## src/rtl/piano_pkg.sv

```systemverilog
// Shared note table and helpers for the piano tone bank.
// Note frequencies are kept in hundredths of a Hz so half-periods stay integer-exact.
package piano_pkg;

  localparam int MAX_KEYS = 64;

  localparam longint NOTE_HZ [8] = '{26163, 29366, 32963, 34923, 39200, 44000, 49388, 52325};

  // round(clk_hz / (2 * f)) with f in centi-Hz
  function automatic longint half_period(input longint clk_hz, input int idx);
    return (clk_hz * 100 + NOTE_HZ[idx]) / (2 * NOTE_HZ[idx]);
  endfunction

  function automatic int unsigned popcount(input logic [MAX_KEYS-1:0] v);
    int unsigned n;
    n = 0;
    for (int i = 0; i < MAX_KEYS; i++) n = n + 32'(v[i]);
    return n;
  endfunction

endpackage

```

## src/rtl/tone_channel.sv

```systemverilog
// One piano key: two-flop synchroniser, debouncer and octave-shifted square-wave divider.
module tone_channel
  import piano_pkg::*;
#(
  parameter int CLK_HZ          = 50_000_000,
  parameter int DIV_W           = 18,
  parameter int DEBOUNCE_CYCLES = 4,
  parameter int NOTE_IDX        = 0,
  parameter int OCT_OFFSET      = 0
) (
  input  logic       clk,
  input  logic       rst,
  input  logic       key,
  input  logic [1:0] octave,
  output logic       key_deb,
  output logic       tone
);

  localparam logic [DIV_W-1:0] HP     = DIV_W'(half_period(longint'(CLK_HZ), NOTE_IDX));
  localparam int               DB_W   = $clog2(DEBOUNCE_CYCLES + 1);
  localparam logic [DB_W-1:0]  DB_LIM = DB_W'(DEBOUNCE_CYCLES);

  function automatic logic [DIV_W-1:0] calc_limit(input logic [1:0] oct);
    int               sh;
    logic [DIV_W-1:0] lim;
    sh = int'(oct) + OCT_OFFSET;
    if (sh > DIV_W - 1) sh = DIV_W - 1;
    lim = HP >> sh;
    if (lim == '0) lim = DIV_W'(1);
    return lim;
  endfunction

  logic             sync1_q, sync1_d;
  logic             sync2_q, sync2_d;
  logic             deb_q, deb_d;
  logic [DB_W-1:0]  db_cnt_q, db_cnt_d;
  logic [DIV_W-1:0] div_cnt_q, div_cnt_d;
  logic [DIV_W-1:0] lim_q, lim_d;
  logic             tone_q, tone_d;

  always_comb begin
    sync1_d  = key;
    sync2_d  = sync1_q;
    deb_d    = deb_q;
    db_cnt_d = '0;
    if (sync2_q != deb_q) begin
      if (db_cnt_q + DB_W'(1) == DB_LIM) deb_d = ~deb_q;
      else db_cnt_d = db_cnt_q + DB_W'(1);
    end

    // limit tracks the octave while idle, then is only resampled at reloads
    div_cnt_d = div_cnt_q + DIV_W'(1);
    tone_d    = tone_q;
    lim_d     = lim_q;
    if (!deb_q) begin
      div_cnt_d = '0;
      tone_d    = 1'b0;
      lim_d     = calc_limit(octave);
    end else if (div_cnt_q == lim_q - DIV_W'(1)) begin
      div_cnt_d = '0;
      tone_d    = ~tone_q;
      lim_d     = calc_limit(octave);
    end
  end

  always_ff @(posedge clk or posedge rst) begin
    if (rst) begin
      sync1_q   <= 1'b0;
      sync2_q   <= 1'b0;
      deb_q     <= 1'b0;
      db_cnt_q  <= '0;
      div_cnt_q <= '0;
      lim_q     <= calc_limit(2'b00);
      tone_q    <= 1'b0;
    end else begin
      sync1_q   <= sync1_d;
      sync2_q   <= sync2_d;
      deb_q     <= deb_d;
      db_cnt_q  <= db_cnt_d;
      div_cnt_q <= div_cnt_d;
      lim_q     <= lim_d;
      tone_q    <= tone_d;
    end
  end

  assign key_deb = deb_q;
  assign tone    = tone_q;

endmodule

```

## src/rtl/piano_tone_bank.sv

```systemverilog
// Polyphonic square-wave tone bank: per-key tone channels, debounced key count
// and a first-order PDM mix of all active tones onto one pin.
module piano_tone_bank
  import piano_pkg::*;
#(
  parameter int NUM_KEYS        = 8,
  parameter int CLK_HZ          = 50_000_000,
  parameter int DIV_W           = 18,
  parameter int DEBOUNCE_CYCLES = 4
) (
  input  logic                            clk,
  input  logic                            rst,
  input  logic [NUM_KEYS-1:0]             keys,
  input  logic [1:0]                      octave,
  output logic [NUM_KEYS-1:0]             tone_out,
  output logic [$clog2(NUM_KEYS+1)-1:0]   key_count,
  output logic                            mix_out
);

  localparam int KC_W  = $clog2(NUM_KEYS + 1);
  localparam int ACC_W = $clog2(NUM_KEYS) + 1;

  logic [NUM_KEYS-1:0] deb_w, tone_w;
  logic [MAX_KEYS-1:0] deb_ext, tone_ext;
  logic [KC_W-1:0]     key_count_q, key_count_d;
  logic [ACC_W-1:0]    acc_q, acc_d;
  logic [ACC_W:0]      sum;
  logic                mix_q, mix_d;

  for (genvar gi = 0; gi < NUM_KEYS; gi++) begin : g_ch
    tone_channel #(
      .CLK_HZ          (CLK_HZ),
      .DIV_W           (DIV_W),
      .DEBOUNCE_CYCLES (DEBOUNCE_CYCLES),
      .NOTE_IDX        (gi % 8),
      .OCT_OFFSET      (gi / 8)
    ) u_ch (
      .clk     (clk),
      .rst     (rst),
      .key     (keys[gi]),
      .octave  (octave),
      .key_deb (deb_w[gi]),
      .tone    (tone_w[gi])
    );
  end

  always_comb begin
    deb_ext                 = '0;
    tone_ext                = '0;
    deb_ext[NUM_KEYS-1:0]   = deb_w;
    tone_ext[NUM_KEYS-1:0]  = tone_w;
    key_count_d             = KC_W'(popcount(deb_ext));

    // emit a 1 each time the running sum of active tones crosses NUM_KEYS
    sum = {1'b0, acc_q} + (ACC_W+1)'(popcount(tone_ext));
    if (sum >= (ACC_W+1)'(NUM_KEYS)) begin
      mix_d = 1'b1;
      acc_d = ACC_W'(sum - (ACC_W+1)'(NUM_KEYS));
    end else begin
      mix_d = 1'b0;
      acc_d = sum[ACC_W-1:0];
    end
  end

  always_ff @(posedge clk or posedge rst) begin
    if (rst) begin
      key_count_q <= '0;
      acc_q       <= '0;
      mix_q       <= 1'b0;
    end else begin
      key_count_q <= key_count_d;
      acc_q       <= acc_d;
      mix_q       <= mix_d;
    end
  end

  assign tone_out  = tone_w;
  assign key_count = key_count_q;
  assign mix_out   = mix_q;

endmodule

```

## config.mk

```make
export PLATFORM = sky130hd
export DESIGN_NAME = piano_tone_bank
export DESIGN_NICKNAME = d
export VERILOG_FILES = /design/src/rtl/piano_pkg.sv /design/src/rtl/tone_channel.sv /design/src/rtl/piano_tone_bank.sv
export SDC_FILE = /design/constraint.sdc
export NUM_CORES = 1
export LEC_CHECK = 0
export CAP_MARGIN = 0
export CORE_MARGIN = 2
export CORE_UTILIZATION = 57
export DETAILED_ROUTE_END_ITERATION = 7
export PLACE_DENSITY = 0.8
export RECOVER_POWER = 50
export SKIP_CTS_REPAIR_TIMING = 1
export SYNTH_ARGS = -nofsm -noshare
export SYNTH_HDL_FRONTEND = slang
export SYNTH_SLANG_ARGS = --single-unit
```

## constraint.sdc

```tcl
create_clock -name clk -period 8.3 [get_ports clk]
set_input_delay 0.83 -clock clk [delete_from_list [all_inputs] [get_ports clk]]
set_output_delay 0.83 -clock clk [all_outputs]
set_load 0.005 [all_outputs]
```

-- Yosys cells after proc, flatten, opt, wreduce, memory -nomap -nowiden
Index checks and enable logic that the tools add are counted.
Widths: inputs -> output; s select.
- reductions and logical operators: 24
- equal/unequal tests: 32
- order comparisons: 2
- bitwise logic cells: 16
- shifts and indexed selects: 16
- muxes and demuxes: 107
- $add $sub $neg: 40
- operators by type and width (cell ; number):
    $mux 18 ; 48
    $mux 32 ; 24
    $logic_not 18->1 ; 16
    $shr 16x32->18 const A ; 8
    $shr 17x32->18 const A ; 8
    $add 18x1->18 const B ; 8
    $eq 18x18->1 ; 8
    $sub 18x1->18 const B ; 8
    $mux 3 ; 16
    $add 3x1->3 const B ; 8
    $eq 3x3->1 const B ; 8
    $mux 1 ; 17
    $add 4x1->4 ; 4
    $ne 2x2->1 const B ; 8
    $not 1->1 ; 16
    $reduce_and 2->1 ; 8
    $add 5x1->5 ; 3
    $add 3x1->4 ; 2
    $ne 1x1->1 ; 8
    $add 2x1->3 ; 2
    $add 4x1->5 ; 1
    $add 4x5->5 ; 1
    $ge 5x4->1 const B ; 1
    $gt 2x5->1 const B ; 1
    other kinds (4) ; 5
- register bits: 353
- output and inout port bits: 13
- logic and storage cells: 296

-- Depth between registers and ports, before layout
Gate-level depths: netlist of the first run.
- word-level depth: 10
- gate-level depth with buffers: 13
- depth with buffers taken out: 11

-- Cells and area by module
From an unflattened synthesis of the first run, not the netlist that was laid out.
- cell total of the unflattened synthesis: 1615
- area total of the unflattened synthesis: 16739.8 µm²
- modules (own cells, without submodules) (module ; seq. area each (µm²) ; area an instance (µm²) ; times used ; cells an instance):
    tone_channel at g_ch[1].u_ch ; 905.9 ; 2244.7 ; 1 ; 220
    tone_channel at g_ch[7].u_ch ; 882.1 ; 2149.6 ; 1 ; 216
    tone_channel at g_ch[0].u_ch ; 908.4 ; 2117.0 ; 1 ; 211
    tone_channel at g_ch[2].u_ch ; 830.8 ; 2003.2 ; 1 ; 198
    tone_channel at g_ch[3].u_ch ; 882.1 ; 1981.9 ; 1 ; 188
    tone_channel at g_ch[6].u_ch ; 908.4 ; 1866.8 ; 1 ; 169
    tone_channel at g_ch[4].u_ch ; 855.8 ; 1864.3 ; 1 ; 182
    tone_channel at g_ch[5].u_ch ; 883.3 ; 1808.0 ; 1 ; 166
    piano_tone_bank ; 225.2 ; 704.4 ; 1 ; 65

-- Worst setup path after synthesis of the first run
OpenSTA, ideal clock, no wires.
- path type: register to register
- start point: register g_ch[2].u_ch.lim_q[16]
- end point: register g_ch[2].u_ch.div_cnt_q[10]
- setup time: 132 ps
- slack: 5140 ps
- clock period less this slack: 3160 ps
- cell stages (with the launch flop): 14
- path buffers: 3
- arrival time: 3028 ps
- path through: dfstp_2 clkbuf_1 inv_1 ha_1 ha_1 xnor2_1 nor4_1 nand3_1 nor4_1 nand4_1 nand2_1 buf_2 clkbuf_1 nor2_1
- cells in the longest elaborated chain, start to end: 4
- ends and longest elaborated chain (item ; RTL line ; RTL):
    start: declaration ; tone_channel.sv:38 ; logic [DIV_W-1:0] lim_q, lim_d;
    start signal: assignment ; tone_channel.sv:73 ; lim_q <= calc_limit(2'b00);
    start signal: assignment ; tone_channel.sv:81 ; lim_q <= lim_d;
    $sub 18x1->18 ; tone_channel.sv:59 ; end else if (div_cnt_q == lim_q - DIV_W'(1)) begin
    $eq 18x18->1 ; tone_channel.sv:59 ;
    $mux 18 ; tone_channel.sv:59 ;
    $mux 18 ; tone_channel.sv:55 ; if (!deb_q) begin
    named net g_ch[2].u_ch.div_cnt_d[10] ; tone_channel.sv:37 ; logic [DIV_W-1:0] div_cnt_q, div_cnt_d;
    end signal: assignment ; tone_channel.sv:80 ; div_cnt_q <= div_cnt_d;
    end: declaration ; tone_channel.sv:37 ;
The timed path passes the listed nets, and every way through them passes these cells.
A chain may end at the register's enable or synchronous reset.

==> results.tsv, run 1 <==
stage	metric	value	unit
worst_setup_path	crit_path_start_kind	primary input	
grt	grt_pass1_wl	55.9	mm
floorplan	core	0.0271	sq mm
cells_and_area	fin_nets	1644	
worst_setup_path	path_delay_family	buffers and inverters	
timing	fin_crit_sh	0.457	
logic_synthesis	syn_area	0.0158	sq mm
clocking	h-tree-depth	1	
placed_design	port_buffers	24	
pwr	clock_power_share	0.332	
logic_synthesis	async_flop_share	1.00	
placed_design	dp_cells	1909	
route	drtIter0Drc	681	
cells_and_area	most-common-layout-cells	dfrtp_1 (249), nor2_1 (216), xnor2_1 (130)	
cells_and_area	drive_gt1_frac	0.102	
clocking	cts_root_buf	clkbuf_16	
pwr	vdd_drop_max	0.177	mV
timing	finalMaxSlewViolations	91	
logic_synthesis	ys_ff_latch	289	
grt	grt_max_degree	199	
timing	hold_viol	0	
clocking	cts.clk_slew.worst_paths	0.06	ns
floorplan	dieArea	0.0291	sq mm
logic_synthesis	synth-edff-count	0	
logic_synthesis	yosys_warnings	0	
logic_synthesis	synth_nets	1645	
logic_synthesis	synth_ff_type	dfrtp_1	
timing	slew_headroom	-0.707	
placed_design	place_area	0.0163	sq mm
placed_design	hpwlAfterDp	22.7	mm
worst_setup_path	critPathBufInv	4	
logic_synthesis	synth-seq-area-share	0.461	
pwr	netSwitchingFraction	0.315	
route	dr.pass1.iters	5	
floorplan	num_rows	60	
floorplan	io_pins	25	
pwr	power_frac_seq	0.445	
placed_design	gp_congestion	0.952	
pwr	share_comb_of_total_power	0.223	
run_status	status	finished with violations	
pwr	p_per_area	235	mW/mm^2
grt	antenna_found_initial	0	
cells_and_area	final_area	0.0173	sq mm
route	viasPerCell	5.66	
logic_synthesis	syn_inst	1571	
route	vias	11100	
logic_synthesis	synth.avg_cell_area	10.1	sq um
route	routedWlPerCell	16.6	um
worst_setup_path	setup.worst_path.end_class	async pin	
timing	setup_viol	0	
worst_setup_path	worstPathMaxFanout	198	
cells_and_area	finalNonFillerCells	1967	
floorplan	initial_core_util	0.583	
floorplan	die_h	171	um
timing	timing.fmax	0.264	GHz
job	drv_cap	2	
worst_setup_path	worstPathArrival	4.30	ns
route	ant_nets	0	
timing	tightest_slew	2.56	ns
logic_synthesis	synth_cell_type_count	72	
clocking	clkLatencyLatePin	0.57	ns
hold_path	min-delay-path-class	reg2reg	
floorplan	die_width	171	um
grt	grt_usage	0.234	
clocking	cts_tree	done	
pwr	leakage	7.63	nW
worst_setup_path	crit_path_cell_trace	dlygate4sd3_1, clkinvlp_2, clkbuf_1, buf_12	
run_status	violations	capacitance limit, slew limit	
worst_setup_path	critPathKind	in2async	
cells_and_area	diodes	0	
clocking	cts_inserted_buffers	31	
cells_and_area	final_common_cell	dfrtp_1	
pwr	switchingPower	1.28	mW
worst_setup_path	crit_slowest_cell	clkbuf_1	
route	routed_wl	32.6	mm
pwr	p_int	2.78	mW
timing	final.setup.tns	0	ns
timing	fin_worst_skew	0.0123	ns
grt	overflow	0	
worst_setup_path	critPathRequiredTime	8.81	ns
grt	grt_pass1_vias	11300	
worst_setup_path	cpPeakStageDelay	1.83	ns
cells_and_area	register_area	0.00728	sq mm
clocking	cts_sinks	289	
cells_and_area	area_growth	9.13	%
clocking	clock_path_buffers	3	
timing	fin_crit	3.79	ns
cells_and_area	fillers	2082	
timing	rsz0062_at_grt	no	
cells_and_area	multi_input_area	0.00790	sq mm
route	drc	0	
power groups by stage:
stage	registers (mW)	logic (mW)	clock network (mW)
6_report	1.81	0.905	1.35
5_1_grt	1.83	1.02	1.44
4_1_cts	1.81	0.913	1.37
3_5_place_dp	1.83	0.903	0
3_3_place_gp	1.82	0.869	0
2_1_floorplan	1.74	0.762	0
cells by family after synthesis:
| family | after synthesis | synth area share |
|---|---|---|
| AND/OR/NAND/NOR | 599 | 0.188 |
| buffers and inverters | 147 | 0.0400 |
| adder cells (fa/ha/maj) | 62 | 0.0533 |
| XOR/XNOR | 256 | 0.142 |
| multiplexers | 74 | 0.0520 |
| AO/OA/AOI/OAI | 144 | 0.0643 |
| flip-flops | 289 | 0.461 |
synth_stat cells, types with 4 or more instances:
| master | n | area share |
|---|---|---|
| clkbuf_1 | 40 | 0.0095 |
| nand4_1 | 26 | 0.010 |
| or4_1 | 4 | 0.0019 |
| and4_1 | 5 | 0.0028 |
| and3_1 | 48 | 0.019 |
| mux2i_1 | 27 | 0.017 |
| nand2b_1 | 11 | 0.0044 |
| buf_2 | 8 | 0.0025 |
| a2111oi_0 | 5 | 0.0028 |
| o21bai_1 | 4 | 0.0019 |
| ha_1 | 53 | 0.042 |
| a31o_2 | 6 | 0.0033 |
| o22ai_1 | 5 | 0.0020 |
| o2111ai_1 | 5 | 0.0028 |
| xnor2_1 | 130 | 0.072 |
| and2_1 | 8 | 0.0032 |
| nand3_1 | 91 | 0.029 |
| dfstp_2 | 40 | 0.066 |
| a211oi_1 | 17 | 0.0081 |
| o31ai_1 | 5 | 0.0024 |
| xor2_1 | 126 | 0.070 |
| o211ai_1 | 4 | 0.0019 |
| nor2b_1 | 19 | 0.0075 |
| o21ai_0 | 19 | 0.0060 |
| dfrtp_1 | 249 | 0.39 |
| nand2_1 | 72 | 0.017 |
| mux2_4 | 6 | 0.0057 |
| a31oi_1 | 8 | 0.0032 |
| a21oi_1 | 30 | 0.0095 |
| nor4_1 | 19 | 0.0075 |
| nor4b_1 | 4 | 0.0022 |
| nor2_1 | 216 | 0.051 |
| or3_1 | 11 | 0.0044 |
| nand3b_1 | 4 | 0.0019 |
| fa_1 | 9 | 0.011 |
| buf_4 | 13 | 0.0062 |
| nor3_1 | 32 | 0.010 |
| inv_1 | 81 | 0.019 |
| mux2_2 | 41 | 0.029 |
| a21o_1 | 10 | 0.0047 |
| nor3b_1 | 16 | 0.0076 |
layout make-up:
cell class | count | area share
inverters | 81 | 0.0177
clock buffers | 46 | 0.0523
flip-flops and latches | 289 | 0.422
multi-input cells | 1135 | 0.458
clock inverters | 12 | 0.00573
repair buffers | 32 | 0.0177
well taps | 372 | 0.0270
registers in the layout, indices dropped and copies added (netlist names):
register             cells
g_ch.u_ch.div_cnt_q    144
g_ch.u_ch.lim_q         80
g_ch.u_ch.db_cnt_q      24
g_ch.u_ch.key_deb        8
g_ch.u_ch.sync1_q        8
g_ch.u_ch.sync2_q        8
g_ch.u_ch.tone           8
acc_q                    4
key_count                4
mix_out                  1
worst paths after layout:
check / slack [ns] / depth (start not counted) / from / to
setup reg to reg: 4.65 / 11 / g_ch[0].u_ch.lim_q[16] / g_ch[0].u_ch.lim_q[9]
min in group asynchronous: 0.60 / 2 / rst / g_ch[0].u_ch.db_cnt_q[0]
hold reg to reg: 0.35 / 0 / g_ch[4].u_ch.sync1_q / g_ch[4].u_ch.sync2_q
setup / recovery: 4.51 / 4 / rst / key_count[3]
max in group clk: 4.65 / 11 / g_ch[0].u_ch.lim_q[16] / g_ch[0].u_ch.lim_q[9]
hold / removal: 0.35 / 0 / g_ch[4].u_ch.sync1_q / g_ch[4].u_ch.sync2_q
metal layers:
| metal | up-vias | global-route usage | share of wire |
|---|---|---|---|
| li1 | 5325 | - | - |
| met1 | 5528 | 0.329 | 0.46 |
| met2 | 217 | 0.382 | 0.48 |
| met3 | 65 | 0.0319 | 0.040 |
| met4 | 0 | 0.0665 | 0.026 |
| met5 | - | 0 | 0 |
stage by stage:
| step | total power [mW] | util | hold slack [ns] | setup WS, ns |
|---|---|---|---|---|
| 2_1_floorplan | 2.50 | - | 0.331 | 3.67 |
| 3_3_place_gp | 2.69 | 0.600 | 0.333 | 4.75 |
| 3_5_place_dp | 2.73 | 0.600 | 0.337 | 4.68 |
| 4_1_cts | 4.09 | 0.637 | 0.351 | 4.64 |
| 5_1_grt | 4.30 | 0.637 | 0.357 | 3.87 |
| 6_report | 4.06 | 0.637 | 0.349 | 4.51 |
No activity file was read; power rests on OpenSTA's default activity.
==> inputs of run 2 (changes only) <==
--- a/config.mk
+++ b/config.mk
@@ -7,9 +7,9 @@
 export LEC_CHECK = 0
 export CAP_MARGIN = 0
 export CORE_MARGIN = 2
-export CORE_UTILIZATION = 57
+export CORE_UTILIZATION = 61
 export DETAILED_ROUTE_END_ITERATION = 7
-export PLACE_DENSITY = 0.8
+export PLACE_DENSITY = 0.81
 export RECOVER_POWER = 50
 export SKIP_CTS_REPAIR_TIMING = 1
 export SYNTH_ARGS = -nofsm -noshare
==> constraint.sdc (replaced) <==
create_clock -name clk -period 3.68 [get_ports clk]
set_input_delay 0.368 -clock clk [delete_from_list [all_inputs] [get_ports clk]]
set_output_delay 0.368 -clock clk [all_outputs]
set_load 0.005 [all_outputs]
==> results.tsv, run 2 (synthesized netlist as in run 1, its figures left out) <==
stage	metric	value	unit	change
timing	slew_headroom	-0.233		+0.475
cells_and_area	largest_register_ffs	144		unchanged
worst_setup_path	cpPeakStageDelay	0.53	ns	-1.30 ns
cells_and_area	drive_gt1_frac	0.110		+0.00733
pwr	leakage	7.70	nW	+0.96%
cells_and_area	area_growth	9.97	%	
pwr	p_per_area	542	mW/mm^2	+130%
route	drtIter0Drc	769		+13%
grt	antenna_found_initial	1		+1
worst_setup_path	worstPathArrival	3.79	ns	-0.51 ns
grt	grt_usage	0.253		+0.0185
route	ant_nets	0		unchanged
grt	grt_max_degree	70		-65%
route	viasPerCell	5.82		+2.8%
clocking	cts_tree	done		
run_status	status	finished with violations		
placed_design	place_area	0.0164	sq mm	+0.63%
timing	timing.fmax	0.297	GHz	
grt	grt_pass1_wl	55.7	mm	-0.27%
cells_and_area	finalNonFillerCells	1938		-1.5%
cells_and_area	final_area	0.0174	sq mm	+0.77%
worst_setup_path	critPathRequiredTime	4.11	ns	-4.70 ns
grt	overflow	0		unchanged
worst_setup_path	worstPathMaxFanout	4		-98%
job	drv_cap	5		+3
worst_setup_path	crit_slowest_cell	fa_1		
clocking	clock_path_buffers	3		unchanged
worst_setup_path	crit_path_start_kind	register		
floorplan	initial_core_util	0.624		+0.0409
cells_and_area	regMostFlops	g_ch.u_ch.div_cnt_q		
worst_setup_path	critPathBufInv	2		-2
clocking	clkLatencyLatePin	0.56	ns	about the same
timing	setup_viol	0		unchanged
cells_and_area	fin_nets	1657		+0.79%
run_status	violations	capacitance limit, slew limit		
clocking	cts_root_buf	clkbuf_16		
timing	fin_crit	3.36	ns	
timing	finalMaxSlewViolations	256		+180%
timing	fin_worst_skew	0.0185	ns	+0.00620 ns
route	routed_wl	33.3	mm	+2.1%
worst_setup_path	path_delay_family	adder cells		
cells_and_area	top_regs	g_ch.u_ch.div_cnt_q (144), g_ch.u_ch.lim_q (80), g_ch.u_ch.db_cnt_q (24)		
route	drc	0		unchanged
floorplan	die_width	165	um	-3.3%
floorplan	dieArea	0.0272	sq mm	-6.4%
timing	tightest_slew	1.85	ns	-0.712 ns
worst_setup_path	cpMostUsedCell	fa_1		
pwr	vdd_drop_max	0.442	mV	+150%
route	dr.pass1.iters	5		unchanged
floorplan	die_h	165	um	-3.3%
timing	hold_viol	0		unchanged
placed_design	dp_cells	1881		-1.5%
placed_design	gp_congestion	0.887		-6.8%
worst_setup_path	critPathKind	reg2reg		
route	vias	11300		+1.3%
hold_path	min-delay-path-class	reg2reg		
cells_and_area	most-common-layout-cells	dfrtp_1 (249), nor2_1 (216), xnor2_1 (130)		
clocking	h-tree-depth	1		unchanged
clocking	cts_inserted_buffers	30		-3.2%
route	routedWlPerCell	17.2	um	+3.7%
floorplan	io_pins	25		unchanged
placed_design	hpwlAfterDp	23.0	mm	+1.2%
grt	grt_pass1_vias	11300		+0.027%
floorplan	num_rows	58		-3.3%
worst_setup_path	crit_path_cell_trace	fa_1, inv_1, fa_1, fa_1, fa_1, inv_1, fa_1, nor2_1, mux2i_1, or3_1		
worst_setup_path	setup.worst_path.end_class	register		
clocking	cts_sinks	289		unchanged
clocking	cts.clk_slew.worst_paths	0.06	ns	about the same
timing	rsz0062_at_grt	no		
placed_design	port_buffers	24		unchanged
timing	hold_ws	0.348	ns	-0.000716 ns
cells_and_area	final_common_cell	dfrtp_1		
timing	fin_crit_sh	0.914		
floorplan	core	0.0253	sq mm	-6.5%
## run 2: cell count changes in the layout (fill, tap and decap cells not counted), moves of 2 or more
cell	previous run	this run
clkdlybuf4s50_1	2	15
buf_4	5	15
bufinv_16	1	5
clkinv_4	2	0
clkbuf_2	0	2
clkbuf_1	10	8
dlygate4sd3_1	22	9
dlymetal6s4s_1	0	2
## run 2: worst paths after layout
check,from,end,slack (ns),depth (start not counted)
max in group asynchronous,rst,g_ch[4].u_ch.key_deb,0.92,3
min reg2reg,g_ch[1].u_ch.sync1_q,g_ch[1].u_ch.sync2_q,0.35,0
max reg2reg,g_ch[0].u_ch.tone,mix_out,0.32,10
min in group asynchronous,rst,g_ch[0].u_ch.div_cnt_q[6],0.52,2
min,g_ch[1].u_ch.sync1_q,g_ch[1].u_ch.sync2_q,0.35,0
max,g_ch[0].u_ch.tone,mix_out,0.32,10
## run 2: power breakdown
group	leakage (nW)	internal [mW]	switching (mW)
clock network	0.528	1.99	1.26
registers	3.76	3.61	0.461
logic	3.42	0.945	1.16
total	7.70	6.54	2.88
## run 2: worst register-to-register path, stage by stage, from the launching register on
cell and delay, ns:
dfrtp_1 0.43, fa_1 0.53, inv_1 0.06, fa_1 0.49
fa_1 0.52, fa_1 0.21, inv_1 0.07, fa_1 0.43
nor2_1 0.13, mux2i_1 0.07, or3_1 0.32
## run 2: per-layer routing
metal	track usage	part of all wire	vias to the layer above
met2	0.414	0.48	278
met1	0.344	0.44	5567
met5	0	0	-
li1	-	-	5363
met4	0.0949	0.033	0
met3	0.0342	0.047	74
## run 2: cell type report
| type | count | area, sq um |
|---|---|---|
| diodes | 1 | 2.50 |
| clock buffers | 43 | 870 |
| clock inverters | 13 | 204 |
| fillers | 1827 | 7940 |
| inverters | 81 | 305 |
| multi-input cells | 1135 | 7900 |
| flip-flops and latches | 289 | 7280 |
| well taps | 330 | 413 |
| repair buffers | 46 | 415 |
## run 2: stage by stage
stage / setup TNS, ns / worst slack, ns / utilization / total power [mW]
6_report: 0 / 0.316 / 0.687 / 9.42
5_1_grt: 0 / 0.194 / 0.687 / 9.91
4_1_cts: 0 / 0.312 / 0.689 / 9.50
3_5_place_dp: 0 / 0.345 / 0.646 / 6.21
3_3_place_gp: 0 / 0.477 / 0.646 / 6.08
2_1_floorplan: -121.65 / -0.489 / - / 5.64
==> inputs of run 3 (changes only) <==
--- a/config.mk
+++ b/config.mk
@@ -6,6 +6,7 @@
 export NUM_CORES = 1
 export LEC_CHECK = 0
 export CAP_MARGIN = 0
+export CORE_ASPECT_RATIO = 1.4
 export CORE_MARGIN = 2
 export CORE_UTILIZATION = 61
 export DETAILED_ROUTE_END_ITERATION = 7
==> results.tsv, run 3 (synthesized netlist as in run 1, its figures left out) <==
stage	metric	value	unit	change
worst_setup_path	worstPathMaxFanout	4		unchanged
floorplan	num_rows	69		+19%
job	drv_cap	1		-4
clocking	cts_sinks	289		unchanged
grt	grt_pass1_vias	11700		+3.5%
route	drtIter0Drc	624		-19%
timing	fin_worst_skew	0.0124	ns	-0.00606 ns
route	ant_nets	0		unchanged
clocking	clkLatencyLatePin	0.57	ns	about the same
timing	setup_viol	0		unchanged
cells_and_area	regMostFlops	g_ch.u_ch.div_cnt_q		
timing	hold_viol	0		unchanged
clocking	cts.clk_slew.worst_paths	0.06	ns	about the same
timing	fin_crit_sh	0.908		-0.00599
hold_path	worstHoldPathCells	0		unchanged
run_status	violations	DRC, capacitance limit, slew limit		
cells_and_area	diodes	0		-1
grt	antenna_found_initial	0		-1
timing	timing.fmax	0.299	GHz	+0.66%
floorplan	die_h	194	um	+18%
hold_path	min-delay-path-class	reg2reg		
worst_setup_path	setup.worst_path.end_class	register		
floorplan	die_width	140	um	-15%
pwr	leakage	7.71	nW	+0.17%
timing	finalMaxSlewViolations	87		-66%
worst_setup_path	crit_path_start_kind	register		
worst_setup_path	worstPathArrival	3.79	ns	about the same
worst_setup_path	critPathKind	reg2reg		
cells_and_area	fillers	1828		+0.055%
timing	tightest_slew	1.80	ns	-0.0463 ns
pwr	power.total	9.55	mW	+1.4%
floorplan	dieArea	0.0272	sq mm	about the same
clocking	cts_root_buf	clkbuf_16		
cells_and_area	multi_input_area	0.00790	sq mm	unchanged
worst_setup_path	crit_slowest_cell	fa_1		
run_status	status	finished with violations		
route	vias	11300		+0.044%
timing	hold_ws	0.348	ns	-0.000256 ns
grt	overflow	0		unchanged
timing	slew_headroom	-0.202		+0.0309
worst_setup_path	cpPeakStageDelay	0.52	ns	about the same
route	routedWlPerCell	17.1	um	-0.62%
placed_design	place_area	0.0164	sq mm	about the same
floorplan	core	0.0255	sq mm	+0.56%
clocking	h-tree-depth	1		unchanged
worst_setup_path	crit_path_cell_trace	fa_1, inv_1, fa_1, fa_1, inv_1, ha_1, nor2b_1, o21ai_0, mux2_2, nand2_1, nand2_1		
clocking	cts_inserted_buffers	29		-3.3%
cells_and_area	most-common-layout-cells	dfrtp_1 (249), nor2_1 (216), xnor2_1 (130)		
cells_and_area	fin_nets	1660		+0.18%
grt	grt_max_degree	87		+24%
grt	grt_usage	0.249		-0.00413
pwr	p_per_area	549	mW/mm^2	+1.3%
placed_design	hpwlAfterDp	23.3	mm	+1.4%
placed_design	gp_congestion	0.883		-0.43%
pwr	power_frac_seq	0.427		-0.005
cells_and_area	final_area	0.0174	sq mm	+0.14%
worst_setup_path	critPathRequiredTime	4.13	ns	+0.02 ns
route	viasPerCell	5.86		+0.62%
worst_setup_path	rr_worst_depth	11		+1
pwr	switchingPower	2.86	mW	-0.51%
cells_and_area	largest_register_ffs	144		unchanged
floorplan	io_pins	25		unchanged
clocking	clock_path_buffers	3		unchanged
cells_and_area	finalNonFillerCells	1927		-0.57%
pwr	share_comb_of_total_power	0.218		-0.005
grt	grt_pass1_wl	56.0	mm	+0.58%
cells_and_area	area_growth	10.1	%	
route	routed_wl	32.9	mm	-1.2%
pwr	vdd_drop_max	0.469	mV	+6.2%
route	drc	3		+3
pwr	clock_power_share	0.355		+0.010
pwr	netSwitchingFraction	0.299		-0.00580
cells_and_area	finalCoreUtilization	0.684		-0.00288
cells_and_area	drive_gt1_frac	0.113		+0.00304
cells_and_area	final_common_cell	dfrtp_1		
timing	fin_crit	3.34	ns	-0.0220 ns
placed_design	dp_cells	1874		-0.37%
pwr	p_int	6.69	mW	+2.3%
worst_setup_path	cpMostUsedCell	fa_1		
cells_and_area	register_area	0.00728	sq mm	unchanged
cells_and_area	top_regs	g_ch.u_ch.div_cnt_q (144), g_ch.u_ch.lim_q (80), g_ch.u_ch.db_cnt_q (24)		
floorplan	initial_core_util	0.621		-0.00347
timing	rsz0062_at_grt	no		
placed_design	port_buffers	24		unchanged
clocking	cts_tree	done		
route	dr.pass1.iters	7		+2
-- run 3: cell types whose count changed in the layout (fill, tap and decap cells not counted), sizes merged --
cell          delta
buf              +3
clkinv           +1
diode            -1
bufinv           +4
inv              +1
clkbuf           -5
dlymetal6s4s     -2
clkinvlp         -1
-- run 3: through the flow --
step	setup TNS [ns]	worst slack, ns
2_1_floorplan	-121.65	-0.489
3_3_place_gp	0	0.480
5_1_grt	0	0.0816
6_report	0	0.338
3_5_place_dp	0	0.395
4_1_cts	0	0.364
-- run 3: final timing paths --
check                                startpoint                    endpoint  slack [ns]
setup / recovery              g_ch[0].u_ch.tone                    acc_q[3]        0.34
hold / removal             g_ch[7].u_ch.sync1_q        g_ch[7].u_ch.sync2_q        0.35
setup reg to reg              g_ch[0].u_ch.tone                    acc_q[3]        0.34
hold reg to reg            g_ch[7].u_ch.sync1_q        g_ch[7].u_ch.sync2_q        0.35
max in group asynchronous                   rst  g_ch[7].u_ch.div_cnt_q[10]        0.66
min in group asynchronous                   rst       g_ch[2].u_ch.lim_q[8]        0.54
-- run 3: worst max-delay path: cells and delay by family (launching register included) --
kind	cells	cell delay [ns]
simple gates	3	0.23
mux	1	0.39
flops	1	0.41
compound gates	1	0.38
fa+ha+maj	4	1.63
buf+inv	2	0.17
-- run 3: layout make-up --
| class | instances | area share |
|---|---|---|
| Inverter | 81 | 0.0175 |
| Multi-Input combinational cell | 1135 | 0.454 |
| Sequential cell | 289 | 0.418 |
| Clock buffer | 35 | 0.0447 |
| Tap cell | 319 | 0.0229 |
| Timing Repair Buffer | 50 | 0.0244 |
| Clock inverter | 18 | 0.0188 |
-- run 3: power groups by stage --
stage                     Combinational, mW  Clock (mW)  Sequential [mW]
after floorplan                        1.72           0             3.93
after global placement                 2.01           0             4.09
after detailed placement               2.08           0             4.12
after CTS                              2.11        3.45             4.07
after global routing                   2.35        3.57             4.13
final                                  2.09        3.39             4.08
-- run 3: metal layers --
layer | part of all wire | up-vias | GRT usage | routed length, um
li1 | - | 5369 | - | -
met1 | 0.41 | 5573 | 0.300 | 13400
met2 | 0.52 | 248 | 0.450 | 17100
met3 | 0.040 | 97 | 0.0286 | 1320
met4 | 0.035 | 0 | 0.103 | 1150
met5 | 0 | - | 0 | 0
